File: config.mk
export PLATFORM = sky130hd
export DESIGN_NAME = jump_charger
export DESIGN_NICKNAME = d
export VERILOG_FILES = /design/src/rtl/jump_charger_pkg.sv /design/src/rtl/jump_charger_btn_debounce.sv /design/src/rtl/jump_charger.sv
export SDC_FILE = /design/constraint.sdc
export NUM_CORES = 1
export LEC_CHECK = 0
export CORE_ASPECT_RATIO = 1.75
export CORE_MARGIN = 10
export CORE_UTILIZATION = 35
export DETAILED_ROUTE_END_ITERATION = 10
export PLACE_DENSITY = 0.51
export RECOVER_POWER = 25
export SKIP_LAST_GASP = 1
export SLEW_MARGIN = 20
export SYNTH_ARGS = -nofsm -noshare
export SYNTH_HDL_FRONTEND = slang
export SYNTH_SLANG_ARGS = --single-unit
File: constraint.sdc
create_clock -name clk -period 6 [get_ports clk]
set_input_delay 0.6 -clock clk [delete_from_list [all_inputs] [get_ports clk]]
set_output_delay 0.6 -clock clk [all_outputs]
set_load 0.05 [all_outputs]
File: src/rtl/jump_charger_pkg.sv
// Shared types and constants for the jump charger: FSM encoding, default
// saturation level and a saturating increment helper.
package jump_charger_pkg;

  typedef enum logic [2:0] {
    StIdle        = 3'd0,
    StCharge      = 3'd1,
    StPad         = 3'd2,
    StCooldown    = 3'd3,
    StWaitRelease = 3'd4
  } state_e;

  localparam logic [7:0] DefaultMaxDist = 8'd60;

  // Saturating +1 that never exceeds lim and never wraps.
  function automatic logic [7:0] sat_inc(input logic [7:0] v, input logic [7:0] lim);
    return (v >= lim) ? lim : v + 8'd1;
  endfunction

endpackage

File: src/rtl/jump_charger_btn_debounce.sv
// Two-flop synchroniser plus stability counter: clean follows btn only after
// DB_CYCLES consecutive synchronised samples disagree with it.
module btn_debounce
  import jump_charger_pkg::*;
#(
  parameter int unsigned DB_CYCLES = 16
) (
  input  logic clk,
  input  logic restart,
  input  logic btn,
  output logic clean
);

  localparam int unsigned CntW = (DB_CYCLES > 1) ? $clog2(DB_CYCLES) : 1;
  localparam logic [CntW-1:0] CntMax = CntW'(DB_CYCLES - 1);

  logic            sync1_q, sync2_q, clean_q;
  logic [CntW-1:0] cnt_q;

  always_ff @(posedge clk) begin
    if (restart) begin
      sync1_q <= 1'b0;
      sync2_q <= 1'b0;
      clean_q <= 1'b0;
      cnt_q   <= '0;
    end else begin
      sync1_q <= btn;
      sync2_q <= sync1_q;
      if (sync2_q == clean_q) begin
        cnt_q <= '0;
      end else if (cnt_q == CntMax) begin
        clean_q <= ~clean_q;
        cnt_q   <= '0;
      end else begin
        cnt_q <= cnt_q + 1'b1;
      end
    end
  end

  assign clean = clean_q;

endmodule

File: src/rtl/jump_charger.sv
// Turns a debounced jump button into a ramping jump_dist stream with a minimum
// nonzero length, a post-jump cooldown and a lockout while the game is dead.
module jump_charger
  import jump_charger_pkg::*;
#(
  parameter int unsigned DB_CYCLES   = 16,
  parameter int unsigned STEP_DIV    = 4096,
  parameter logic [7:0]  MAX_DIST    = DefaultMaxDist,
  parameter int unsigned MIN_HOLD    = 8192,
  parameter int unsigned COOL_CYCLES = 8192
) (
  input  logic       clk,
  input  logic       restart,
  input  logic       btn,
  input  logic       dead,
  output logic [7:0] jump_dist,
  output logic       charging,
  output logic       jump_valid,
  output logic [7:0] last_dist
);

  localparam int unsigned PreW  = (STEP_DIV > 1) ? $clog2(STEP_DIV) : 1;
  localparam int unsigned HoldW = $clog2(MIN_HOLD + 1) > 0 ? $clog2(MIN_HOLD + 1) : 1;
  localparam int unsigned CoolW = (COOL_CYCLES > 1) ? $clog2(COOL_CYCLES) : 1;

  localparam logic [PreW-1:0]  PreMax  = PreW'(STEP_DIV - 1);
  localparam logic [HoldW-1:0] HoldMin = HoldW'(MIN_HOLD);
  localparam logic [CoolW-1:0] CoolMax = CoolW'(COOL_CYCLES - 1);

  logic clean;

  btn_debounce #(
    .DB_CYCLES(DB_CYCLES)
  ) u_btn_debounce (
    .clk    (clk),
    .restart(restart),
    .btn    (btn),
    .clean  (clean)
  );

  state_e           state_q, state_d;
  logic [7:0]       level_q, level_d;
  logic [PreW-1:0]  presc_q, presc_d;
  logic [HoldW-1:0] hold_q, hold_d;
  logic [CoolW-1:0] cool_q, cool_d;
  logic [7:0]       jump_dist_q, jump_dist_d;
  logic [7:0]       last_dist_q, last_dist_d;
  logic             charging_q, charging_d;
  logic             jump_valid_q, jump_valid_d;

  always_comb begin
    state_d      = state_q;
    level_d      = level_q;
    presc_d      = presc_q;
    hold_d       = hold_q;
    cool_d       = cool_q;
    last_dist_d  = last_dist_q;
    jump_valid_d = 1'b0;

    unique case (state_q)
      StIdle: begin
        // A press seen while dead must be released before it can count.
        if (dead) begin
          if (clean) state_d = StWaitRelease;
        end else if (clean) begin
          state_d = StCharge;
          level_d = 8'd1;
          presc_d = '0;
          hold_d  = HoldW'(1);
        end
      end

      StCharge: begin
        if (dead) begin
          state_d = StWaitRelease;
        end else if (!clean) begin
          // Release beats a same-cycle prescaler wrap: level stays frozen.
          if (hold_q >= HoldMin) begin
            state_d      = StCooldown;
            jump_valid_d = 1'b1;
            last_dist_d  = level_q;
            cool_d       = '0;
          end else begin
            state_d = StPad;
            hold_d  = hold_q + 1'b1;
          end
        end else begin
          if (hold_q < HoldMin) hold_d = hold_q + 1'b1;
          if (presc_q == PreMax) begin
            presc_d = '0;
            level_d = sat_inc(level_q, MAX_DIST);
          end else begin
            presc_d = presc_q + 1'b1;
          end
        end
      end

      StPad: begin
        if (dead) begin
          state_d = StWaitRelease;
        end else if (hold_q >= HoldMin) begin
          state_d      = StCooldown;
          jump_valid_d = 1'b1;
          last_dist_d  = level_q;
          cool_d       = '0;
        end else begin
          hold_d = hold_q + 1'b1;
        end
      end

      StCooldown: begin
        if (cool_q == CoolMax) begin
          state_d = clean ? StWaitRelease : StIdle;
        end else begin
          cool_d = cool_q + 1'b1;
        end
      end

      StWaitRelease: begin
        if (!clean) state_d = StIdle;
      end

      default: state_d = StIdle;
    endcase

    charging_d  = (state_d == StCharge) || (state_d == StPad);
    jump_dist_d = charging_d ? level_d : 8'd0;
  end

  always_ff @(posedge clk) begin
    if (restart) begin
      state_q      <= StIdle;
      level_q      <= 8'd0;
      presc_q      <= '0;
      hold_q       <= '0;
      cool_q       <= '0;
      jump_dist_q  <= 8'd0;
      last_dist_q  <= 8'd0;
      charging_q   <= 1'b0;
      jump_valid_q <= 1'b0;
    end else begin
      state_q      <= state_d;
      level_q      <= level_d;
      presc_q      <= presc_d;
      hold_q       <= hold_d;
      cool_q       <= cool_d;
      jump_dist_q  <= jump_dist_d;
      last_dist_q  <= last_dist_d;
      charging_q   <= charging_d;
      jump_valid_q <= jump_valid_d;
    end
  end

  assign jump_dist  = jump_dist_q;
  assign last_dist  = last_dist_q;
  assign charging   = charging_q;
  assign jump_valid = jump_valid_q;

endmodule

[Word-level counts from Yosys, hierarchy flattened]
Index checks and enable logic that the tools add are counted.
Word-level totals
  input bits: 4
  output and inout bits: 18
  register bits after elaboration: 75
  word-level logic and storage cells: 104
Cells by class
  order comparisons: 3
  multiplexer cells: 49
  equality and inequality tests: 18
  bitwise operators: 3
  $add $sub $neg: 5
  reduce and logical (&&, ||, !) cells: 13
Operators by type and width (number)
  two-way mux 14 bit: 7
  two-way mux 8 bit: 10
  two-way mux 13 bit: 5
  two-way mux 12 bit: 5
  case mux 14 bit (3 select lines): 1
  case mux 13 bit (3 select lines): 1
  case mux 8 bit (2 select lines): 2
  two-way mux 3 bit: 10
  case mux 12 bit (2 select lines): 1
  case mux 3 bit (5 select lines): 1
  adder 14 x 1 -> 14 bit, second input constant: 1
  >= comparator 14 bit, second input constant: 1
  less-than comparator 14 bit, second input constant: 1
  adder 13 x 1 -> 13 bit, second input constant: 1
  equality test 13 bit, second input constant: 1
  adder 12 x 1 -> 12 bit, second input constant: 1
  equality test 12 bit, second input constant: 1
  inequality test 2 bit, second input constant: 5
  AND reduction 5 bit: 2
  equality test 3 x 2 -> 1 bit, second input constant: 3
  adder 8 x 1 -> 8 bit, second input constant: 1
  >= comparator 8 x 6 -> 1 bit, second input constant: 1
  equality test 3 x 1 -> 1 bit, second input constant: 2
  AND reduction 6 bit: 1
  17 further kinds: 26

[Longest topological paths before layout]
Gate-level depths: netlist of the first run.
  depth after elaboration: 9
  mapped depth: 7
  depth with buffers taken out: 6

[Hierarchy]
Synthesis of the first run repeated with hierarchy kept, for this count alone.
Unflattened totals
  cell total of the unflattened synthesis: 424
  area total of the unflattened synthesis: 3500.9 sq um
By module, submodules not included
  jump_charger: area each 3249.4 sq um, times used 1, sequential area each 1361.3 sq um, cells each 401
  btn_debounce: area each 251.5 sq um, times used 1, sequential area each 140.1 sq um, cells each 23

[Worst setup path before layout of the first run]
Ideal clock, no wire load.
  kind: in2reg
  start: in dead
  end: reg cool_q[11]
  setup time: 0.070 ns
  slack: 3.753 ns
  path buffers: 1
  arrival: 2.177 ns
  stages: 6
  data required time: 5.930 ns
  path through: buf_2 -> or3b_4 -> o21ba_4 -> o2111ai_4 -> or4_1 -> a21oi_1
On the way
  word-level cells in the longest chain between the ends: 2
  elaborated cells on any way between the ends: 3
  those cells by class: 2 x eq/ne; 1 x reduce/logical
RTL lines
  from (decl): line jump_charger.sv:15  | input logic dead,
  inequality test 2 bit (no source line)
  AND reduction 5 bit (no source line) (*)
  to (signal assigned): line jump_charger.sv:146  | cool_q <= cool_d;
  to (decl): line jump_charger.sv:45  | logic [CoolW-1:0] cool_q, cool_d;
Mark *: on every way between the ends. The rest lies on a longest branch, timed or not.
A chain may end at the register's enable or synchronous reset.

[Worst setup path after layout of the first run]
  start: in restart
  end: reg jump_dist_q[2], in the netlist jump_dist[2]
On the way
  word-level cells in the longest chain between the ends: 1
RTL lines
  from (decl): line jump_charger.sv:13  | input logic restart,
  OR reduction 2 bit (no source line)
  to (signal assigned): line jump_charger.sv:147  | jump_dist_q <= jump_dist_d;
  to (decl): line jump_charger.sv:46  | logic [7:0] jump_dist_q, jump_dist_d;
No other way between the ends.

==> qor.csv, run 1 <==
stage;metric;value;unit
floorplan;start_util;35.7;%
timing;slew_headroom;-15.1;%
setup_path;start_kind;primary input;
timing;finalHoldWorstSlack;449;ps
final_layout;n_fill_cell;1023;
synthesis;synth_top_family_by_area;simple AND/OR/NAND/NOR gates;
route;vias;2937;
synthesis;syn-num-nets;419;
setup_path;arrival;3630;ps
power;power_per_cell_area;255;nW/um^2
final_layout;final_cell_mix;75 x dfxtp_1, 58 x nor2_1, 27 x nand3_1;
timing;slew_violations;38;
clock_network;clk_latency;340;ps
synthesis;syn_avg_cell_area;8.63;um^2
setup_path;r2r_slack;3380;ps
power;p_leak;1.44;nW
synthesis;syn_area;3520;um^2
setup_path;cp-endpoint;jump_dist[2]$_SDFF_PP0_;
route;maxUsedRoutingLayer;met4;
timing;rsz0062_at_grt;no;
place;place_area;3810;um^2
route;wl;8.25;mm
timing;finClkSkew;6.56;ps
floorplan;die_w;95.8;um
grt;overflow;0;
power;p_comb_share;1.4;%
clock_network;cts_inserted_buffers;9;
synthesis;synth_seq_cells;75;
grt;grt_use_total;11.9;%
grt;grt_pass1_vias;3003;
synthesis;synth.yosys.seq_area_share;42.7;%
route;wl_met3;195;um
final_layout;layout_commonest_cell;dfxtp_1;
setup_path;cp.required;6280;ps
outcome;status;finished with violations;
route;final_antenna_net_count;0;
route;wl_met1;3.46;mm
setup_path;reg2reg_to;jump_dist[2]$_SDFF_PP0_;
floorplan;die_area;14600;um^2
place;hpwl;6.07;mm
final_layout;multi_input_area;1870;um^2
final_layout;drive_gt1_share;6.78;%
clock_network;cts_setup_buffers;0;
final_layout;fin_util;41.6;%
min_path;min_path_type;reg2reg;
timing;final_hold_viol_count;0;
synthesis;synth.distinct_cells;67;
clock_network;clock_sinks;75;
clock_network;h-tree-depth;3;
floorplan;core;9850;um^2
power;p_int;0.825;mW
power;p_sw_share;21.2;%
final_layout;area_growth;16.5;%
power;p_clk_share;51.0;%
setup_path;cp-startpoint;restart;
setup_path;critPathSlowestCell;or3_2;
power;p_seq_share;47.6;%
setup_path;cp_cell_sequence;dlygate4sd3_1, clkbuf_1, or3_2, o32a_1, nor3_1, and3b_1;
synthesis;ys.flop_type;dfxtp_1;
setup_path;worstSetupPathType;in2reg;
clock_network;clkTransAtPathRegs;60;ps
synthesis;yosysWarnings;0;
final_layout;fin_nets;434;
grt;grt_max_degree;38;
setup_path;critPathTopFamily;simple AND/OR/NAND/NOR gates;
final_layout;diodes;0;
setup_path;cp_num_cells;6;
clock_network;cts_buffer_depth;2;
route;drtPass1Iterations;4;
timing;period_minus_slack;3350;ps
timing;fmax;0.298;GHz
synthesis;synthSimpleGateAreaFrac;27.7;%
synthesis;synthAdderAreaFrac;2.49;%
power;finalPower;1.05;mW
route;drc;0;
synthesis;muxShareOfSynthArea;2.88;%
setup_path;worstPathMaxFanout;37;
clock_network;clock-root-buffer;clkbuf_16;
place;io_buffer_count;21;
synthesis;synthXorXnorAreaFrac;3.48;%
clock_network;cts_hold_buffers;0;
floorplan;ios;22;
run;cap_violations;1;
power;peakVddDrop;136;uV
clock_network;ctsResizeCount;0;
route;wire_per_inst;14.9;um
final_layout;stdcell_area;4100;um^2
timing;finalSetupViolCount;0;
timing;tightest_slew;1730;ps
route;avgViaCountPerCell;5.31;
setup_path;end_kind;register;
synthesis;async_flop_share;0;%
setup_path;slowest_delay;730;ps
route;dr_wl_met2;4.40;mm
synthesis;syn_inst;408;
synthesis;synth_edf_count;0;
floorplan;die_h;153;um
setup_path;rr_worst_depth;6;
place;gp_congestion;0.793;
grt;grt_pass1_wl;14.1;mm
final_layout;ff_latch_area;1500;um^2
clock_network;cts_tree;yes;
timing;finalCritPeriodShare;55.9;%
floorplan;rows;48;
setup_path;path_buf_inv;2;
power;p_sw;0.223;mW
synthesis;synth_compound_area_share;16.5;%
grt;antenna_found_initial;0;
route;drt_iter0_drc;169;
setup_path;reg2reg_from;cool_q[0]$_SDFFE_PP0P_;
outcome;violations;capacitance limit, slew limit;
timing;final.setup.tns;0;ps
[layer usage]
layer  vias to the layer above  track usage (%)
li1                       1496                -
met4                         0             5.79
met2                        26             21.2
met3                        14             2.52
met5                         -                0
met1                      1401             12.7
[logic make-up (layout without fill, tap and decap cells)]
kind of cell	after synthesis	in the layout
AOI/OAI and AO/OA	84	84
xor gates and xnor gates	14	14
adders and majority gates	7	7
buffers and inverters	35	55
DFF	75	75
muxes	10	10
and+or+nand+nor	183	183
[sequential cells by signal (all words and copies together), names as in the netlist]
register,cells
hold_q,14
charging,1
presc_q,12
u_btn_debounce.sync1_q,1
u_btn_debounce.cnt_q,4
last_dist,8
level_q,8
jump_dist,8
u_btn_debounce.sync2_q,1
jump_valid,1
u_btn_debounce.clean,1
cool_q,13
state_q,3
[Yosys cell counts (all sizes together), types with 5 or more instances]
cell type	n	area share, %
dfxtp	75	43
nor2	58	6.2
a21oi	27	3.8
nand3	27	3.8
inv	17	1.8
nand2	17	1.8
o21ai	14	2.0
nand4	13	2.3
and3	11	2.0
buf	11	1.7
mux2i	9	2.6
nor3	9	1.4
or3	9	1.6
xor2	9	2.2
and2	8	1.4
clkbuf	7	0.75
ha	7	2.5
a211oi	6	1.4
nor2b	6	1.1
o31ai	5	1.1
xnor2	5	1.2
[area by class of cell]
type	count	share of cell area, %
clock buffer	10	5.58
sequential	75	36.6
clock inverter	6	1.62
inverter	17	1.56
timing repair buffer	22	5.22
multi-input combinational	298	45.6
tap	125	3.81
[power by group through the flow]
stage                     clock, mW  combinational (mW)  sequential (mW)
final                         0.534              0.0146            0.499
after global placement            0              0.0152            0.510
after CTS                     0.547              0.0153            0.499
after global routing          0.567              0.0162            0.499
after floorplan                   0             0.00971            0.510
after detailed placement          0              0.0153            0.510
[stage by stage]
| step | std cells | setup slack (ps) |
|---|---|---|
| final | 553 | 2650 |
| after global routing | 553 | 2420 |
| after CTS | 553 | 3150 |
| after detailed placement | 537 | 2800 |
| after global placement | 537 | 2860 |
| after floorplan | 408 | 3750 |
[worst min-delay path by stage]
stage / startpoint / endpoint / depth (start not counted)
floorplan: u_btn_debounce.sync1_q$_SDFF_PP0_ / u_btn_debounce.sync2_q$_SDFF_PP0_ / 1
global placement: u_btn_debounce.cnt_q[0]$_SDFF_PP0_ / u_btn_debounce.cnt_q[0]$_SDFF_PP0_ / 1
detailed placement: u_btn_debounce.cnt_q[0]$_SDFF_PP0_ / u_btn_debounce.cnt_q[0]$_SDFF_PP0_ / 1
CTS: u_btn_debounce.cnt_q[0]$_SDFF_PP0_ / u_btn_debounce.cnt_q[0]$_SDFF_PP0_ / 1
global route: u_btn_debounce.sync1_q$_SDFF_PP0_ / u_btn_debounce.sync2_q$_SDFF_PP0_ / 1
finish: u_btn_debounce.cnt_q[0]$_SDFF_PP0_ / u_btn_debounce.cnt_q[0]$_SDFF_PP0_ / 1
Power figures use the tool's default switching activity.
==> run 2, diff against run 1 <==
--- a/config.mk
+++ b/config.mk
@@ -9,7 +9,7 @@
 export CORE_MARGIN = 10
 export CORE_UTILIZATION = 35
 export DETAILED_ROUTE_END_ITERATION = 10
-export PLACE_DENSITY = 0.51
+export PLACE_DENSITY = 0.53
 export RECOVER_POWER = 25
 export SKIP_LAST_GASP = 1
 export SLEW_MARGIN = 20
==> constraint.sdc (replaced) <==
create_clock -name clk -period 2.7 [get_ports clk]
set_input_delay 0.27 -clock clk [delete_from_list [all_inputs] [get_ports clk]]
set_output_delay 0.27 -clock clk [all_outputs]
set_load 0.05 [all_outputs]
==> run 2 against run 1 <==
  * The flow now finishes without violations
  * Count of clock-buffer cells in the layout increased by 2
  * Via count rose by 4.1%
  * Critical path depth is the same
  * Die area did not move
  * Global-route usage is 0.52 points higher
  * Clock skew down 0.57 ps
  * Wire length rose by 5.7%
  * Flip-flop and latch count stayed put
  * First-iteration DRC count decreased by 19%
  * Cell area grew 2.4%
  * Critical path type unchanged
  * Highest routed layer unchanged
==> qor.csv, run 2 (synthesis gave the netlist of run 1 again) <==
stage;metric;value;unit;change
timing;finalSetupViolCount;0;;unchanged
final_layout;largest_reg_flops;14;;unchanged
clock_network;clkTransAtPathRegs;60;ps;about the same
setup_path;critPathTopFamily;simple AND/OR/NAND/NOR gates;;unchanged
power;p_int;1.95;mW;was 0.825 mW
setup_path;path_buf_inv;1;;was 2
grt;grt_pass1_wl;14.6;mm;was 14.1 mm
power;p_clk_share;53.0;%;was 51.0%
min_path;min_path_type;reg2reg;;unchanged
final_layout;top_register;hold_q;;unchanged
route;vias;3058;;was 2,937
power;p_sw;0.479;mW;was 0.223 mW
setup_path;end_kind;register;;unchanged
timing;rsz0062_at_grt;no;;unchanged
timing;finalCritPeriodShare;84.5;%;
power;p_seq_share;45.6;%;was 47.6%
final_layout;diodes;0;;unchanged
setup_path;worstPathMaxFanout;8;;was 37
grt;grt_use_total;12.4;%;was 11.9%
clock_network;ctsResizeCount;0;;unchanged
final_layout;fin_cells;563;;was 553
final_layout;area_growth;19.4;%;was 16.5%
route;wire_per_inst;15.5;um;was 14.9 um
final_layout;drive_gt1_share;8.68;%;was 6.78%
place;gp_congestion;0.812;;was 0.793
clock_network;clk_latency;340;ps;about the same
timing;final_hold_viol_count;0;;unchanged
route;final_antenna_net_count;0;;unchanged
timing;slew_violations;0;;was 38
power;p_comb_share;1.4;%;about the same
clock_network;cts_buffer_depth;2;;unchanged
timing;fmax;0.438;GHz;
route;drtPass1Iterations;4;;unchanged
route;avgViaCountPerCell;5.43;;was 5.31
floorplan;die_area;14600;um^2;unchanged
place;dp_slack;47.1;ps;was 2800 ps
final_layout;top_regs;hold_q x14, cool_q x13, presc_q x12;;unchanged
timing;finalHoldWorstSlack;439;ps;was 449 ps
final_layout;layout_commonest_cell;dfxtp_1;;unchanged
power;p_sw_share;19.7;%;was 21.2%
power;finalPower;2.43;mW;was 1.05 mW
setup_path;critPathSlowestCell;or4b_1;;was or3_2
place;io_buffer_count;21;;unchanged
floorplan;die_w;95.8;um;unchanged
clock_network;h-tree-depth;3;;unchanged
power;p_leak;1.51;nW;was 1.44 nW
setup_path;cp_cell_sequence;clkdlybuf4s50_1, or4b_1, nor4_4, and2_1, nand3_1, and3b_1;;was dlygate4sd3_1, clkbuf_1, or3_2, o32a_1, nor3_1, and3b_1
final_layout;n_fill_cell;1007;;was 1,023
clock_network;cts_hold_buffers;0;;unchanged
floorplan;rows;48;;unchanged
clock_network;cts_setup_buffers;0;;unchanged
route;drc;0;;unchanged
timing;slew_headroom;53.2;%;was -15.1%
clock_network;clock_sinks;75;;unchanged
clock_network;cts_tree;yes;;unchanged
timing;final.setup.tns;0;ps;unchanged
route;drt_iter0_drc;137;;was 169
final_layout;fin_nets;444;;was 434
floorplan;core;9850;um^2;unchanged
outcome;status;complete, no violations;;was finished with violations
run;cap_violations;0;;was 1
grt;grt_max_degree;36;;was 38
setup_path;worstSetupPathType;in2reg;;unchanged
floorplan;start_util;35.7;%;unchanged
floorplan;die_h;153;um;unchanged
place;hpwl;6.38;mm;was 6.07 mm
power;power_per_cell_area;579;nW/um^2;was 255 nW/um^2
place;dpl.cell_count;547;;was 537
route;wl;8.72;mm;was 8.25 mm
setup_path;arrival;2510;ps;was 3630 ps
setup_path;slowest_delay;690;ps;was 730 ps
grt;overflow;0;;unchanged
timing;fin_ws;419;ps;was 2650 ps
clock_network;clock-root-buffer;clkbuf_16;;unchanged
grt;antenna_found_initial;0;;unchanged
timing;period_minus_slack;2280;ps;
timing;tightest_slew;696;ps;was 1730 ps
grt;grt_pass1_vias;2983;;was 3,003
final_layout;multi_input_area;1870;um^2;about the same
setup_path;start_kind;primary input;;unchanged
final_layout;final_cell_mix;75 x dfxtp_1, 58 x nor2_1, 27 x nand3_1, 27 x a21oi_1;;was 75 x dfxtp_1, 58 x nor2_1, 27 x nand3_1
power;peakVddDrop;298;uV;was 136 uV
timing;finClkSkew;5.98;ps;was 6.56 ps
floorplan;ios;22;;unchanged
clock_network;cts_inserted_buffers;9;;unchanged
final_layout;ff_latch_area;1500;um^2;unchanged
setup_path;cp.required;2930;ps;was 6280 ps
-- run 2: cell types whose count changed in the layout (fill, tap and decap cells not counted) --
cell,delta
buf_4,+11
a21oi_1,+1
bufinv_16,+1
clkdlybuf4s50_1,-3
a21oi_2,-1
clkinv_4,-2
dlygate4sd3_1,+3
clkinv_2,-1
clkbuf_8,+1
-- run 2: worst register-to-register path: cells and delay by family, from the launching register on --
family | cells | cell delay, ps
adder cells (fa/ha/maj) | 1 | 260
AND/OR/NAND/NOR | 4 | 1220
buffers and inverters | 1 | 190
AO/OA/AOI/OAI | 1 | 60
flip-flops | 1 | 430
-- run 2: metal layers --
| metal | vias up | global-route usage (%) | wire length [um] |
|---|---|---|---|
| li1 | 1528 | - | - |
| met1 | 1472 | 13.2 | 3530 |
| met2 | 43 | 21.5 | 4700 |
| met3 | 15 | 3.11 | 274 |
| met4 | 0 | 6.49 | 219 |
| met5 | - | 0 | 0 |
-- run 2: metrics by stage --
stage	utilization, %	cell area [um^2]
final	42.7	4200
after global placement	39.4	3880
after CTS	42.7	4200
after global routing	42.7	4200
after floorplan	-	3520
after detailed placement	39.4	3880
-- run 2: area by class of cell --
| type | instances | area share [%] |
|---|---|---|
| multi-input cells | 298 | 44.4 |
| flip-flops and latches | 75 | 35.7 |
| repair buffers | 32 | 6.97 |
| clock buffers | 12 | 5.87 |
| well taps | 125 | 3.72 |
| clock inverters | 4 | 1.76 |
| inverters | 17 | 1.52 |
-- run 2: path summary, 6_finish.rpt --
check | start | endpoint | slack (ps) | depth (start not counted)
max | dead | jump_dist[2]$_SDFF_PP0_ | 420 | 6
min | u_btn_debounce.sync1_q$_SDFF_PP0_ | u_btn_debounce.sync2_q$_SDFF_PP0_ | 440 | 1
max reg2reg | cool_q[0]$_SDFFE_PP0P_ | cool_q[11]$_SDFFE_PP0P_ | 420 | 7
min reg2reg | u_btn_debounce.sync1_q$_SDFF_PP0_ | u_btn_debounce.sync2_q$_SDFF_PP0_ | 440 | 1
-- run 2: power groups by stage --
stage / registers, mW / clock network [mW] / logic [mW]
floorplan: 1.13 / 0 / 0.0216
global placement: 1.13 / 0 / 0.0353
detailed placement: 1.13 / 0 / 0.0355
CTS: 1.11 / 1.32 / 0.0356
global route: 1.11 / 1.36 / 0.0381
finish: 1.11 / 1.29 / 0.0347
